--- config.mk ---
export PLATFORM = sky130hd
export DESIGN_NAME = flash_seq_ctrl_flat
export DESIGN_NICKNAME = d
export VERILOG_FILES = /design/src/rtl/flash_seq_ctrl_if.sv /design/src/rtl/flash_seq_ctrl.sv /design/src/flat_wrapper.sv
export SDC_FILE = /design/constraint.sdc
export NUM_CORES = 1
export LEC_CHECK = 0
export ABC_CLOCK_PERIOD_IN_PS = 3300
export CAP_MARGIN = 20
export CORE_MARGIN = 4
export CORE_UTILIZATION = 35
export DETAILED_ROUTE_END_ITERATION = 8
export DONT_BUFFER_PORTS = 1
export HOLD_SLACK_MARGIN = 0.08
export PLACE_DENSITY_LB_ADDON = 0.12
export SYNTH_ARGS = -nofsm -noshare
export SYNTH_HDL_FRONTEND = slang
export SYNTH_SLANG_ARGS = --single-unit
--- constraint.sdc ---
create_clock -name wb_clk_i -period 3.3 [get_ports wb_clk_i]
set_input_delay 0.165 -clock wb_clk_i [delete_from_list [all_inputs] [get_ports wb_clk_i]]
set_output_delay 0.165 -clock wb_clk_i [all_outputs]
set_load 0.1 [all_outputs]
--- src/rtl/flash_seq_ctrl_if.sv ---
// Command/response handshake between the register block and flash_seq_ctrl.
//   cmd_valid/cmd_ready : command handshake (accept when both high)
//   cmd_op/row/wdata    : command payload, latched on accept
//   rsp_valid           : one-cycle completion pulse
//   rsp_rdata/rsp_err   : response payload, valid with rsp_valid
//   busy                : sequencer is not idle
interface flash_seq_ctrl_if;
    logic       cmd_valid;
    logic       cmd_ready;
    logic [1:0] cmd_op;
    logic [2:0] cmd_row;
    logic [7:0] cmd_wdata;
    logic       rsp_valid;
    logic [7:0] rsp_rdata;
    logic       rsp_err;
    logic       busy;

    modport master (
        output cmd_valid, cmd_op, cmd_row, cmd_wdata,
        input  cmd_ready, rsp_valid, rsp_rdata, rsp_err, busy
    );

    modport slave (
        input  cmd_valid, cmd_op, cmd_row, cmd_wdata,
        output cmd_ready, rsp_valid, rsp_rdata, rsp_err, busy
    );
endinterface

--- src/rtl/flash_seq_ctrl.sv ---
// Sequencer for the 8x8 NAND-style flash array macro: runs timed read,
// program and erase sequences and captures sense-amp data.
//   wb_clk_i, wb_rst_i : clock, synchronous active-high reset
//   bus                : command/response handshake (slave side)
//   ssl/gsl            : string/ground select, one bit per block
//   wl0/wl1            : wordlines of block 0 / block 1
//   sl/vbpw            : erase source line / p-well bias enables
//   sen1/sen2/out_en   : sense-amp precharge / evaluate / output enables
//   sa_out             : sense-amp data from the macro
//   bl_oe/bl_do        : bitline drive enable and program data
// All outputs are registered: the decode below works on next-state values.
module flash_seq_ctrl #(
    parameter int unsigned T_SETUP = 4,
    parameter int unsigned T_PRE   = 8,
    parameter int unsigned T_SENSE = 8,
    parameter int unsigned T_PGM   = 64,
    parameter int unsigned T_ERS   = 256,
    parameter int unsigned CNT_W   = 8
) (
    input  logic                  wb_clk_i,
    input  logic                  wb_rst_i,
    flash_seq_ctrl_if.slave       bus,
    output logic [1:0]            ssl,
    output logic [1:0]            gsl,
    output logic [3:0]            wl0,
    output logic [3:0]            wl1,
    output logic                  sl,
    output logic                  vbpw,
    output logic                  sen1,
    output logic                  sen2,
    output logic [3:0]            out_en,
    input  logic [7:0]            sa_out,
    output logic                  bl_oe,
    output logic [7:0]            bl_do
);

    localparam logic [1:0] OP_READ = 2'b00;
    localparam logic [1:0] OP_PGM  = 2'b01;
    localparam logic [1:0] OP_ILL  = 2'b11;

    typedef enum logic [3:0] {
        S_IDLE, S_SETUP, S_PRE, S_SENSE, S_LATCH, S_PGM, S_ERS, S_RECOV, S_DONE
    } state_t;

    state_t           r_state, w_state_nxt;
    logic [CNT_W-1:0] r_cnt, w_cnt_nxt;
    logic [1:0]       r_op, w_op_nxt;
    logic [2:0]       r_row, w_row_nxt;
    logic [7:0]       r_wdata, w_wdata_nxt;
    logic             w_accept, w_cnt_zero;

    // next-cycle output values
    logic             w_sel, w_ssl_on;
    logic [3:0]       w_wl_oh, w_wl_pat;
    logic [1:0]       w_ssl, w_gsl;
    logic [3:0]       w_wl0, w_wl1, w_out_en;
    logic             w_sl, w_vbpw, w_sen1, w_sen2, w_bl_oe;
    logic [7:0]       w_bl_do;
    logic             w_rsp_valid, w_rsp_err;

    // output registers
    logic [1:0]       r_ssl, r_gsl;
    logic [3:0]       r_wl0, r_wl1, r_out_en;
    logic             r_sl, r_vbpw, r_sen1, r_sen2, r_bl_oe;
    logic [7:0]       r_bl_do, r_rdata;
    logic             r_rsp_valid, r_rsp_err, r_cmd_ready, r_busy;

    // next state, counter and output decode
    always_comb begin
        w_state_nxt = r_state;
        w_cnt_zero  = (r_cnt == '0);
        w_cnt_nxt   = w_cnt_zero ? r_cnt : r_cnt - CNT_W'(1);
        w_accept    = bus.cmd_valid && (r_state == S_IDLE);
        w_op_nxt    = w_accept ? bus.cmd_op    : r_op;
        w_row_nxt   = w_accept ? bus.cmd_row   : r_row;
        w_wdata_nxt = w_accept ? bus.cmd_wdata : r_wdata;
        w_sel       = 1'b0;
        w_ssl_on    = 1'b0;
        w_wl_pat    = 4'h0;
        w_wl_oh     = 4'(4'b0001 << w_row_nxt[1:0]);
        w_sl        = 1'b0;
        w_vbpw      = 1'b0;
        w_sen1      = 1'b0;
        w_sen2      = 1'b0;
        w_out_en    = 4'h0;
        w_bl_oe     = 1'b0;
        w_bl_do     = 8'h00;
        w_rsp_valid = 1'b0;
        w_rsp_err   = 1'b0;

        case (r_state)
            S_IDLE: begin
                if (w_accept) begin
                    if (bus.cmd_op == OP_ILL) begin
                        w_state_nxt = S_DONE;
                        w_cnt_nxt   = '0;
                    end else begin
                        w_state_nxt = S_SETUP;
                        w_cnt_nxt   = CNT_W'(T_SETUP - 1);
                    end
                end
            end
            S_SETUP: begin
                if (w_cnt_zero) begin
                    if (r_op == OP_READ) begin
                        w_state_nxt = S_PRE;
                        w_cnt_nxt   = CNT_W'(T_PRE - 1);
                    end else if (r_op == OP_PGM) begin
                        w_state_nxt = S_PGM;
                        w_cnt_nxt   = CNT_W'(T_PGM - 1);
                    end else begin
                        w_state_nxt = S_ERS;
                        w_cnt_nxt   = CNT_W'(T_ERS - 1);
                    end
                end
            end
            S_PRE: begin
                if (w_cnt_zero) begin
                    w_state_nxt = S_SENSE;
                    w_cnt_nxt   = CNT_W'(T_SENSE - 1);
                end
            end
            S_SENSE: begin
                if (w_cnt_zero) begin
                    w_state_nxt = S_LATCH;
                    w_cnt_nxt   = '0;
                end
            end
            S_LATCH: w_state_nxt = S_DONE;
            S_PGM, S_ERS: begin
                if (w_cnt_zero) begin
                    w_state_nxt = S_RECOV;
                    w_cnt_nxt   = CNT_W'(T_SETUP - 1);
                end
            end
            S_RECOV: begin
                if (w_cnt_zero) begin
                    w_state_nxt = S_DONE;
                end
            end
            S_DONE:  w_state_nxt = S_IDLE;
            default: w_state_nxt = S_IDLE;
        endcase

        // array pattern for the state being entered
        case (w_state_nxt)
            S_SETUP: begin
                if (w_op_nxt == OP_READ) begin
                    w_sel    = 1'b1;
                    w_wl_pat = ~w_wl_oh;
                end else if (w_op_nxt == OP_PGM) begin
                    w_ssl_on = 1'b1;
                    w_bl_oe  = 1'b1;
                    w_bl_do  = w_wdata_nxt;
                end
            end
            S_PRE: begin
                w_sel    = 1'b1;
                w_wl_pat = ~w_wl_oh;
                w_sen1   = 1'b1;
            end
            S_SENSE: begin
                w_sel    = 1'b1;
                w_wl_pat = ~w_wl_oh;
                w_sen2   = 1'b1;
            end
            S_LATCH: begin
                w_sel    = 1'b1;
                w_wl_pat = ~w_wl_oh;
                w_out_en = 4'hF;
            end
            S_PGM: begin
                w_ssl_on = 1'b1;
                w_bl_oe  = 1'b1;
                w_bl_do  = w_wdata_nxt;
                w_wl_pat = w_wl_oh;
            end
            S_ERS: begin
                w_sl   = 1'b1;
                w_vbpw = 1'b1;
            end
            S_DONE: begin
                w_rsp_valid = 1'b1;
                w_rsp_err   = (w_op_nxt == OP_ILL);
            end
            default: ;
        endcase

        // read drives both selects; program drives string select only
        w_ssl = (w_sel || w_ssl_on) ? (w_row_nxt[2] ? 2'b10 : 2'b01) : 2'b00;
        w_gsl = w_sel ? (w_row_nxt[2] ? 2'b10 : 2'b01) : 2'b00;
        w_wl0 = w_row_nxt[2] ? 4'h0 : w_wl_pat;
        w_wl1 = w_row_nxt[2] ? w_wl_pat : 4'h0;
    end

    // state, command and output registers
    always_ff @(posedge wb_clk_i) begin
        if (wb_rst_i) begin
            r_state     <= S_IDLE;
            r_cnt       <= '0;
            r_op        <= 2'b00;
            r_row       <= 3'b000;
            r_wdata     <= 8'h00;
            r_ssl       <= 2'b00;
            r_gsl       <= 2'b00;
            r_wl0       <= 4'h0;
            r_wl1       <= 4'h0;
            r_sl        <= 1'b0;
            r_vbpw      <= 1'b0;
            r_sen1      <= 1'b0;
            r_sen2      <= 1'b0;
            r_out_en    <= 4'h0;
            r_bl_oe     <= 1'b0;
            r_bl_do     <= 8'h00;
            r_rdata     <= 8'h00;
            r_rsp_valid <= 1'b0;
            r_rsp_err   <= 1'b0;
            r_cmd_ready <= 1'b1;
            r_busy      <= 1'b0;
        end else begin
            r_state     <= w_state_nxt;
            r_cnt       <= w_cnt_nxt;
            r_op        <= w_op_nxt;
            r_row       <= w_row_nxt;
            r_wdata     <= w_wdata_nxt;
            r_ssl       <= w_ssl;
            r_gsl       <= w_gsl;
            r_wl0       <= w_wl0;
            r_wl1       <= w_wl1;
            r_sl        <= w_sl;
            r_vbpw      <= w_vbpw;
            r_sen1      <= w_sen1;
            r_sen2      <= w_sen2;
            r_out_en    <= w_out_en;
            r_bl_oe     <= w_bl_oe;
            r_bl_do     <= w_bl_do;
            // sense data is captured at the end of the LATCH cycle
            if (r_state == S_LATCH) begin
                r_rdata <= sa_out;
            end
            r_rsp_valid <= w_rsp_valid;
            r_rsp_err   <= w_rsp_err;
            r_cmd_ready <= (w_state_nxt == S_IDLE);
            r_busy      <= (w_state_nxt != S_IDLE);
        end
    end

    assign bus.cmd_ready = r_cmd_ready;
    assign bus.busy      = r_busy;
    assign bus.rsp_valid = r_rsp_valid;
    assign bus.rsp_rdata = r_rdata;
    assign bus.rsp_err   = r_rsp_err;
    assign ssl           = r_ssl;
    assign gsl           = r_gsl;
    assign wl0           = r_wl0;
    assign wl1           = r_wl1;
    assign sl            = r_sl;
    assign vbpw          = r_vbpw;
    assign sen1          = r_sen1;
    assign sen2          = r_sen2;
    assign out_en        = r_out_en;
    assign bl_oe         = r_bl_oe;
    assign bl_do         = r_bl_do;

endmodule
--- src/flat_wrapper.sv ---
// flat-port wrapper written by rule: the top's interface ports become plain ports
module flash_seq_ctrl_flat 
#(
    parameter int unsigned T_SETUP = 4,
    parameter int unsigned T_PRE   = 8,
    parameter int unsigned T_SENSE = 8,
    parameter int unsigned T_PGM   = 64,
    parameter int unsigned T_ERS   = 256,
    parameter int unsigned CNT_W   = 8
)
  (wb_clk_i, wb_rst_i, ssl, gsl, wl0, wl1, sl, vbpw, sen1, sen2, out_en, sa_out, bl_oe, bl_do, bus_cmd_valid, bus_cmd_op, bus_cmd_row, bus_cmd_wdata, bus_cmd_ready, bus_rsp_valid, bus_rsp_rdata, bus_rsp_err, bus_busy);
  flash_seq_ctrl_if bus_i ();
  input  logic wb_clk_i;
  input  logic wb_rst_i;
  output logic [1:0] ssl;
  output logic [1:0] gsl;
  output logic [3:0] wl0;
  output logic [3:0] wl1;
  output logic sl;
  output logic vbpw;
  output logic sen1;
  output logic sen2;
  output logic [3:0] out_en;
  input  logic [7:0] sa_out;
  output logic bl_oe;
  output logic [7:0] bl_do;
  input wire logic [$bits(bus_i.cmd_valid)-1:0] bus_cmd_valid;
  input wire logic [$bits(bus_i.cmd_op)-1:0] bus_cmd_op;
  input wire logic [$bits(bus_i.cmd_row)-1:0] bus_cmd_row;
  input wire logic [$bits(bus_i.cmd_wdata)-1:0] bus_cmd_wdata;
  output wire logic [$bits(bus_i.cmd_ready)-1:0] bus_cmd_ready;
  output wire logic [$bits(bus_i.rsp_valid)-1:0] bus_rsp_valid;
  output wire logic [$bits(bus_i.rsp_rdata)-1:0] bus_rsp_rdata;
  output wire logic [$bits(bus_i.rsp_err)-1:0] bus_rsp_err;
  output wire logic [$bits(bus_i.busy)-1:0] bus_busy;
  assign bus_i.cmd_valid = bus_cmd_valid;
  assign bus_i.cmd_op = bus_cmd_op;
  assign bus_i.cmd_row = bus_cmd_row;
  assign bus_i.cmd_wdata = bus_cmd_wdata;
  assign bus_cmd_ready = bus_i.cmd_ready;
  assign bus_rsp_valid = bus_i.rsp_valid;
  assign bus_rsp_rdata = bus_i.rsp_rdata;
  assign bus_rsp_err = bus_i.rsp_err;
  assign bus_busy = bus_i.busy;
  flash_seq_ctrl #(.T_SETUP(T_SETUP), .T_PRE(T_PRE), .T_SENSE(T_SENSE), .T_PGM(T_PGM), .T_ERS(T_ERS), .CNT_W(CNT_W)) u_core (.wb_clk_i(wb_clk_i), .wb_rst_i(wb_rst_i), .bus(bus_i), .ssl(ssl), .gsl(gsl), .wl0(wl0), .wl1(wl1), .sl(sl), .vbpw(vbpw), .sen1(sen1), .sen2(sen2), .out_en(out_en), .sa_out(sa_out), .bl_oe(bl_oe), .bl_do(bl_do));
endmodule
# ---- After elaboration in Yosys (flattened, before gate mapping)
# Cells that the tools add are included.
dict set report totals {
  reg_bits 65
  latch_bits 0
  ramBits 0
  mem_bits_ro 0
  in_bits 24
  out_inout_bits 41
  word_cells 99
  memories 0
}
dict set report classes {
  add_sub_neg 1
  n_mul 0
  n_div 0
  order_cmp 0
  eq_ne 18
  shift 1
  mux 39
  bitwise 5
  n_reduce_logical 15
}
# operator count
set ops {}
lappend ops {{$mux W8} 11}
lappend ops {{$mux W4} 10}
lappend ops {{$pmux W8 S5} 1}
lappend ops {{$eq A4 B3 Y1 const B} 7}
lappend ops {{$pmux W4 S7} 1}
lappend ops {{$eq A4 B2 Y1 const B} 4}
lappend ops {{$pmux W8 S2} 1}
lappend ops {{$pmux W4 S3} 1}
lappend ops {{$reduce_or A2 Y1} 6}
lappend ops {{$eq A4 B1 Y1 const B} 2}
lappend ops {{$logic_not A4 Y1} 2}
lappend ops {{$logic_not A8 Y1} 1}
lappend ops {{$mux W2} 4}
lappend ops {{$sub A8 B1 Y8 const B} 1}
lappend ops {{$mux W1} 7}
lappend ops {{$eq A2 B1 Y1 const B} 2}
lappend ops {{$eq A2 B2 Y1 const B} 2}
lappend ops {{$eq A4 B4 Y1 const B} 1}
lappend ops {{$logic_not A2 Y1} 2}
lappend ops {{$not A1 Y1} 4}
lappend ops {{$not A4 Y4} 1}
lappend ops {{$pmux W1 S2} 2}
lappend ops {{$reduce_bool A4 Y1} 1}
lappend ops {{$shl A1 B2 Y4 const A} 1}
lappend ops {{other kinds (4)} 4}

# ---- Longest topological paths before layout
dict set report depth {
  ltp_word 11
  depth_mapped 13
  mapped_depth_nobuf 12
}

# ---- Worst setup path before layout
# OpenSTA, ideal clock, no wires.
dict set report synth_path {
  path_kind {register to register}
  from {reg u_core.r_cnt[0]}
  to {reg u_core.r_wl0[3], in the netlist u_core.wl0[3]}
  setup_ns 0.086
  arrival_time_ns 2.320
  required_ns 3.214
  slack_ns 0.894
  stages_incl_launch_ff 9
  synth_period_minus_slack_ns 2.406
  cell_sequence {dfxtp_1 -> inv_1 -> ha_1 -> or4b_4 -> o211ai_4 -> nand3_4 -> a2111oi_4 -> a41oi_4 -> a211oi_1}
}
dict set report synth_via {
  elab_chain_len 6
}
# element line_no
set synth_rtl {}
lappend synth_rtl {{start, declared} flash_seq_ctrl.sv:46} ;# logic [CNT_W-1:0] r_cnt, w_cnt_nxt;
lappend synth_rtl {{start signal, assigned} flash_seq_ctrl.sv:222} ;# r_cnt <= w_cnt_nxt;
lappend synth_rtl {{$logic_not A8 Y1 (*)} flash_seq_ctrl.sv:71} ;# w_cnt_zero = (r_cnt == '0);
lappend synth_rtl {{$mux W4 (on tied branches)} -}
lappend synth_rtl {{$pmux W4 S7 (*)} flash_seq_ctrl.sv:91} ;# case (r_state)
lappend synth_rtl {{$eq A4 B3 Y1 / $eq A4 B2 Y1 (equally long branches)} flash_seq_ctrl.sv:146} ;# case (w_state_nxt)
lappend synth_rtl {{$reduce_or A3 Y1 (no line)} -}
lappend synth_rtl {{$pmux W4 S3 (*)} flash_seq_ctrl.sv:146}
lappend synth_rtl {{end signal, assigned} flash_seq_ctrl.sv:228} ;# r_wl0 <= w_wl0;
lappend synth_rtl {{end, declared} flash_seq_ctrl.sv:63} ;# logic [3:0] r_wl0, r_wl1, r_out_en;
# Every way passes the cells marked *; elsewhere a longest branch is shown, timed or not.
# A chain may end at the register's enable or synchronous reset.

# ---- Worst setup path in the final report
# Ends and elaborated chain as after synthesis.

==> report_table.html <==
<table>
<tr><th>Metric</th><th>Value</th></tr>
<tr><th colspan="2">Power and ir drop</th></tr>
<tr><td>Total power</td><td>0.00305 W</td></tr>
<tr><td>Power Dens Cells</td><td>~940 nW/um2</td></tr>
<tr><td>Maximum VDD drop</td><td>roughly 0.30 mV</td></tr>
<tr><td>Leakage power figure</td><td>1.22 nW</td></tr>
<tr><th colspan="2">Worst setup path</th></tr>
<tr><td>Start of the worst register-to-register path</td><td>u_core.r_cnt[0]</td></tr>
<tr><td>Worst Path Class, Setup</td><td>reg -&gt; reg</td></tr>
<tr><td>Critical register-to-register path endpoint</td><td>u_core.wl0[3]</td></tr>
<tr><td>Crit path from</td><td>u_core.r_cnt[0]</td></tr>
<tr><td>Worst endpoint data arrival time</td><td>slightly below 3000 ps</td></tr>
<tr><td>Kind of end point of the critical path</td><td>flip-flop</td></tr>
<tr><td>Critical Path RT</td><td>3560 ps</td></tr>
<tr><td>Maximum fanout count along the critical path</td><td>10</td></tr>
<tr><td>Critical Path Source Type</td><td>flip-flop</td></tr>
<tr><td>Flop-to-flop setup slack</td><td>630 ps</td></tr>
<tr><td>Reg2Reg Depth</td><td>8</td></tr>
<tr><th colspan="2">Routing</th></tr>
<tr><td>Iter 0 DRT Violations</td><td>139</td></tr>
<tr><td>Drt first pass iters</td><td>5</td></tr>
<tr><td>WL/cell</td><td>between 15 and 20 um</td></tr>
<tr><td>Total wire length</td><td>6580 um</td></tr>
<tr><td>Total number of vias</td><td>2170</td></tr>
<tr><td>Count of nets left with antenna violations after detail routing</td><td>0</td></tr>
<tr><td># DRC</td><td>0</td></tr>
<tr><td>Detailed-route vias per instance</td><td>around 5.2</td></tr>
<tr><th colspan="2">Outcome</th></tr>
<tr><td>Outcome</td><td>complete, no violations</td></tr>
<tr><th colspan="2">Layout</th></tr>
<tr><td>Area of all placed cells without fillers</td><td>3230 um2</td></tr>
<tr><td>Area grow syn2layout</td><td>18.0%</td></tr>
<tr><td>Count of antenna diodes in the layout</td><td>0</td></tr>
<tr><td>Most common cell after layout, fill and taps aside</td><td>sky130_fd_sc_hd__dfxtp_1</td></tr>
<tr><td># fillers</td><td>710</td></tr>
<tr><td>Final layout net count</td><td>339</td></tr>
<tr><td>Core Util, Final</td><td>0.436</td></tr>
<tr><td>Commonest cells after routing, fill and taps aside</td><td>sky130_fd_sc_hd__dfxtp_1, sky130_fd_sc_hd__nand2_1, sky130_fd_sc_hd__nor2_1</td></tr>
<tr><td>Share of cells above drive strength 1</td><td>0.170</td></tr>
<tr><th colspan="2">Timing</th></tr>
<tr><td>Max frequency</td><td>374 MHz</td></tr>
<tr><td>Clock period minus worst slack</td><td>2670 ps</td></tr>
<tr><td>Final period util</td><td>0.810</td></tr>
<tr><td>Number of max-slew violations in the final report</td><td>0</td></tr>
<tr><td>Unrepaired setup endpoints after global routing</td><td>false</td></tr>
<tr><td>Clock skew</td><td>~11 ps</td></tr>
<tr><td>Number of failing hold endpoints at the final stage</td><td>0</td></tr>
<tr><td>Slew headroom</td><td>0.265</td></tr>
<tr><td>Slew at the pin with the worst max-slew slack</td><td>1110 ps</td></tr>
<tr><td>Number of setup violations in the final report</td><td>0</td></tr>
<tr><td>Final sum of negative setup slack</td><td>0 ps</td></tr>
<tr><th colspan="2">Die</th></tr>
<tr><td>Ports placed on the boundary</td><td>65</td></tr>
<tr><td>Number of placement rows</td><td>31</td></tr>
<tr><td>Initial cell density of the core</td><td>0.369</td></tr>
<tr><td>Placeable core area</td><td>7410 um2</td></tr>
<tr><td>Die span in x</td><td>96.4 um</td></tr>
<tr><td>Overall die height</td><td>96.4 um</td></tr>
<tr><td>Die Footprint</td><td>9300 um2</td></tr>
<tr><th colspan="2">Yosys</th></tr>
<tr><td>Post-synthesis share of cell area spent on xor and xnor gates</td><td>0.0160</td></tr>
<tr><td>Mux cell area share after synthesis</td><td>0.0366</td></tr>
<tr><td>Fraction of the mapped netlist area in compound gates</td><td>0.201</td></tr>
<tr><td>Synth Area in Simple Gates</td><td>0.213</td></tr>
<tr><td>Post-synth EDFFs</td><td>0</td></tr>
<tr><td>Top flip-flop cell by instance count after synthesis</td><td>sky130_fd_sc_hd__dfxtp_1</td></tr>
<tr><td>Main combinational cell family by area after synthesis</td><td>simple AND/OR/NAND/NOR gates</td></tr>
<tr><td>Share of synthesized flip-flops with an asynchronous set or reset</td><td>0</td></tr>
<tr><td>Syn Nets</td><td>318</td></tr>
<tr><td>Post-Synthesis Cell Area</td><td>about 2700 um2</td></tr>
<tr><td>Flip-flop and latch count after synthesis</td><td>62</td></tr>
<tr><td>Count of synthesis-stage warnings from yosys</td><td>0</td></tr>
<tr><td>Mean instance size in the synthesized netlist</td><td>9.40 um2</td></tr>
<tr><td>Number of distinct library cells after synthesis</td><td>53</td></tr>
<tr><td>Share of the yosys chip area belonging to registers</td><td>0.454</td></tr>
<tr><td>Syn Inst Count</td><td>291</td></tr>
<tr><td>Area share of fa/ha/maj cells after synthesis</td><td>0.0137</td></tr>
<tr><th colspan="2">Clocking</th></tr>
<tr><td>Hold_buf cts</td><td>22</td></tr>
<tr><td>Clock tree from TritonCTS</td><td>yes</td></tr>
<tr><td>Setup Buffers After CTS</td><td>0</td></tr>
<tr><td>Total CTS buffers</td><td>9</td></tr>
<tr><td>Clock root buffer</td><td>sky130_fd_sc_hd__clkbuf_8</td></tr>
<tr><td>Clock transition time at the flip-flop clock pins of the worst setup and hold paths</td><td>70 ps</td></tr>
<tr><td>CTS-repair resized insts</td><td>0</td></tr>
<tr><td>Number of H-tree branching levels</td><td>3</td></tr>
<tr><td>Clock latency of the later-clocked register in the worst-skew pair</td><td>350 ps</td></tr>
<tr><td>Maximum buffer depth of the clock tree</td><td>2</td></tr>
<tr><td>TritonCTS Sinks</td><td>62</td></tr>
<tr><th colspan="2">Placed design</th></tr>
<tr><td>Placed inst area</td><td>approximately 2800 um2</td></tr>
<tr><td>Post-detailed-placement half-perimeter wirelength</td><td>4450 um</td></tr>
<tr><td>Input/output buffers</td><td>0</td></tr>
<tr><td>Final RePlAce weighted congestion</td><td>0.835</td></tr>
<tr><th colspan="2">Hold path</th></tr>
<tr><td>Hold_sp</td><td>wb_rst_i</td></tr>
<tr><td>Number of instances on the worst hold path</td><td>2</td></tr>
<tr><td>Hold worst-path end</td><td>u_core.out_en[2]</td></tr>
<tr><td>Hold Crit Class</td><td>in -&gt; reg</td></tr>
<tr><th colspan="2">Global routing</th></tr>
<tr><td>Maximum number of pins on one net before global-route repair</td><td>44</td></tr>
<tr><td>Vias in the first global route</td><td>2067</td></tr>
<tr><td>Total GRT Usage</td><td>0.153</td></tr>
<tr><td>First-pass GRT wire length</td><td>between 10000 and 15000 um</td></tr>
<tr><td>Antenna violations before repair</td><td>0</td></tr>
<tr><td>Total gr overflow</td><td>0</td></tr>
<tr><th colspan="2">Flow run</th></tr>
<tr><td>Reported max-cap violation count</td><td>0</td></tr>
</table>
==> logic make-up (layout without fill, tap and decap cells) <==
family,after synthesis,in the layout
fa+ha+maj,3,3
buf+inv,29,55
flops,62,62
simple gates,109,109
mux,10,10
xor+xnor,5,5
compound gates,73,73
==> where the power goes <==
group	internal, W	total, W	switching [W]
sequential	0.000869	0.00138	0.000507
clock	0.000437	0.000768	0.000331
combinational	0.000371	0.000902	0.000531
==> flip-flops by register name (all words and copies together), names as in the netlist, 2 cells and up <==
register,flops
u_core.ssl,2
u_core.r_cnt,8
u_core.bl_do,8
u_core.gsl,2
u_core.wl1,4
u_core.r_wdata,8
u_core.r_row,3
u_core.bus.rsp_rdata,8
u_core.r_op,2
u_core.r_state,4
u_core.wl0,4
==> per-stage QoR <==
step,worst slack (ps),cells,hold WS (ps)
2_1_floorplan,894,291,301
3_3_place_gp,705,378,237
3_5_place_dp,632,378,242
4_1_cts,607,416,107
5_1_grt,341,416,113
6_report,629,416,119
==> synth_stat cells (2+ instances only) <==
library cell | instances | area share
sky130_fd_sc_hd__o31ai_1 | 2 | 0.0055
sky130_fd_sc_hd__nand2b_1 | 3 | 0.0069
sky130_fd_sc_hd__a21boi_0 | 3 | 0.0082
sky130_fd_sc_hd__dfxtp_1 | 62 | 0.45
sky130_fd_sc_hd__or2_2 | 2 | 0.0046
sky130_fd_sc_hd__a21oi_1 | 20 | 0.037
sky130_fd_sc_hd__nand3b_1 | 2 | 0.0055
sky130_fd_sc_hd__and2_1 | 2 | 0.0046
sky130_fd_sc_hd__and2b_2 | 2 | 0.0064
sky130_fd_sc_hd__or4b_4 | 2 | 0.010
sky130_fd_sc_hd__buf_4 | 5 | 0.014
sky130_fd_sc_hd__mux2i_1 | 10 | 0.037
sky130_fd_sc_hd__nor3b_1 | 2 | 0.0055
sky130_fd_sc_hd__nand3_1 | 3 | 0.0055
sky130_fd_sc_hd__and3_2 | 4 | 0.011
sky130_fd_sc_hd__o211ai_2 | 2 | 0.0091
sky130_fd_sc_hd__a31oi_1 | 13 | 0.030
sky130_fd_sc_hd__o22ai_1 | 3 | 0.0069
sky130_fd_sc_hd__nor3_1 | 15 | 0.027
sky130_fd_sc_hd__nand2_1 | 34 | 0.047
sky130_fd_sc_hd__xnor2_1 | 4 | 0.013
sky130_fd_sc_hd__clkbuf_1 | 8 | 0.011
sky130_fd_sc_hd__ha_1 | 3 | 0.014
sky130_fd_sc_hd__nor2_1 | 27 | 0.037
sky130_fd_sc_hd__o21ai_0 | 9 | 0.016
sky130_fd_sc_hd__clkbuf_8 | 4 | 0.020
sky130_fd_sc_hd__inv_1 | 9 | 0.012
sky130_fd_sc_hd__a211oi_1 | 10 | 0.027
sky130_fd_sc_hd__buf_6 | 2 | 0.0082
==> routing by layer <==
layer	vias to the layer above	share of wire	global-route usage	wire length [um]
li1	1072	-	-	-
met1	1028	0.47	0.198	3090
met2	64	0.44	0.223	2910
met3	6	0.078	0.0720	511
met4	0	0.011	0.0561	71
met5	-	0	0	0
==> how the worst max path moves through the flow <==
stage | slack, ps | cells after the start | endpoint
5_1_grt | 340 | 9 | u_core.wl0[2]
2_1_floorplan | 890 | 8 | u_core.wl0[3]
6_report | 630 | 8 | u_core.wl0[3]
4_1_cts | 610 | 8 | u_core.wl0[3]
3_3_place_gp | 710 | 9 | u_core.wl0[3]
3_5_place_dp | 630 | 8 | u_core.wl0[3]
==> critical path: stages, from the launching register on <==
cell and delay, ps:
sky130_fd_sc_hd__dfxtp_1 330, sky130_fd_sc_hd__inv_1 80, sky130_fd_sc_hd__ha_1 220, sky130_fd_sc_hd__or4b_4 530, sky130_fd_sc_hd__o211ai_4 230, sky130_fd_sc_hd__nand3_4 160, sky130_fd_sc_hd__a2111oi_4 480, sky130_fd_sc_hd__a41oi_4 280
sky130_fd_sc_hd__a211oi_1 290
==> layout make-up <==
cell class / instances / area [um2] / share of cell area
Timing Repair Buffer: 29 / 283 / 0.0876
Clock inverter: 7 / 103 / 0.0318
Tap cell: 99 / 124 / 0.0384
Inverter: 10 / 37.5 / 0.0116
Clock buffer: 9 / 124 / 0.0384
Multi-Input combinational cell: 200 / 1310 / 0.406
Sequential cell: 62 / 1250 / 0.386
(Power assumes the default switching activity.)
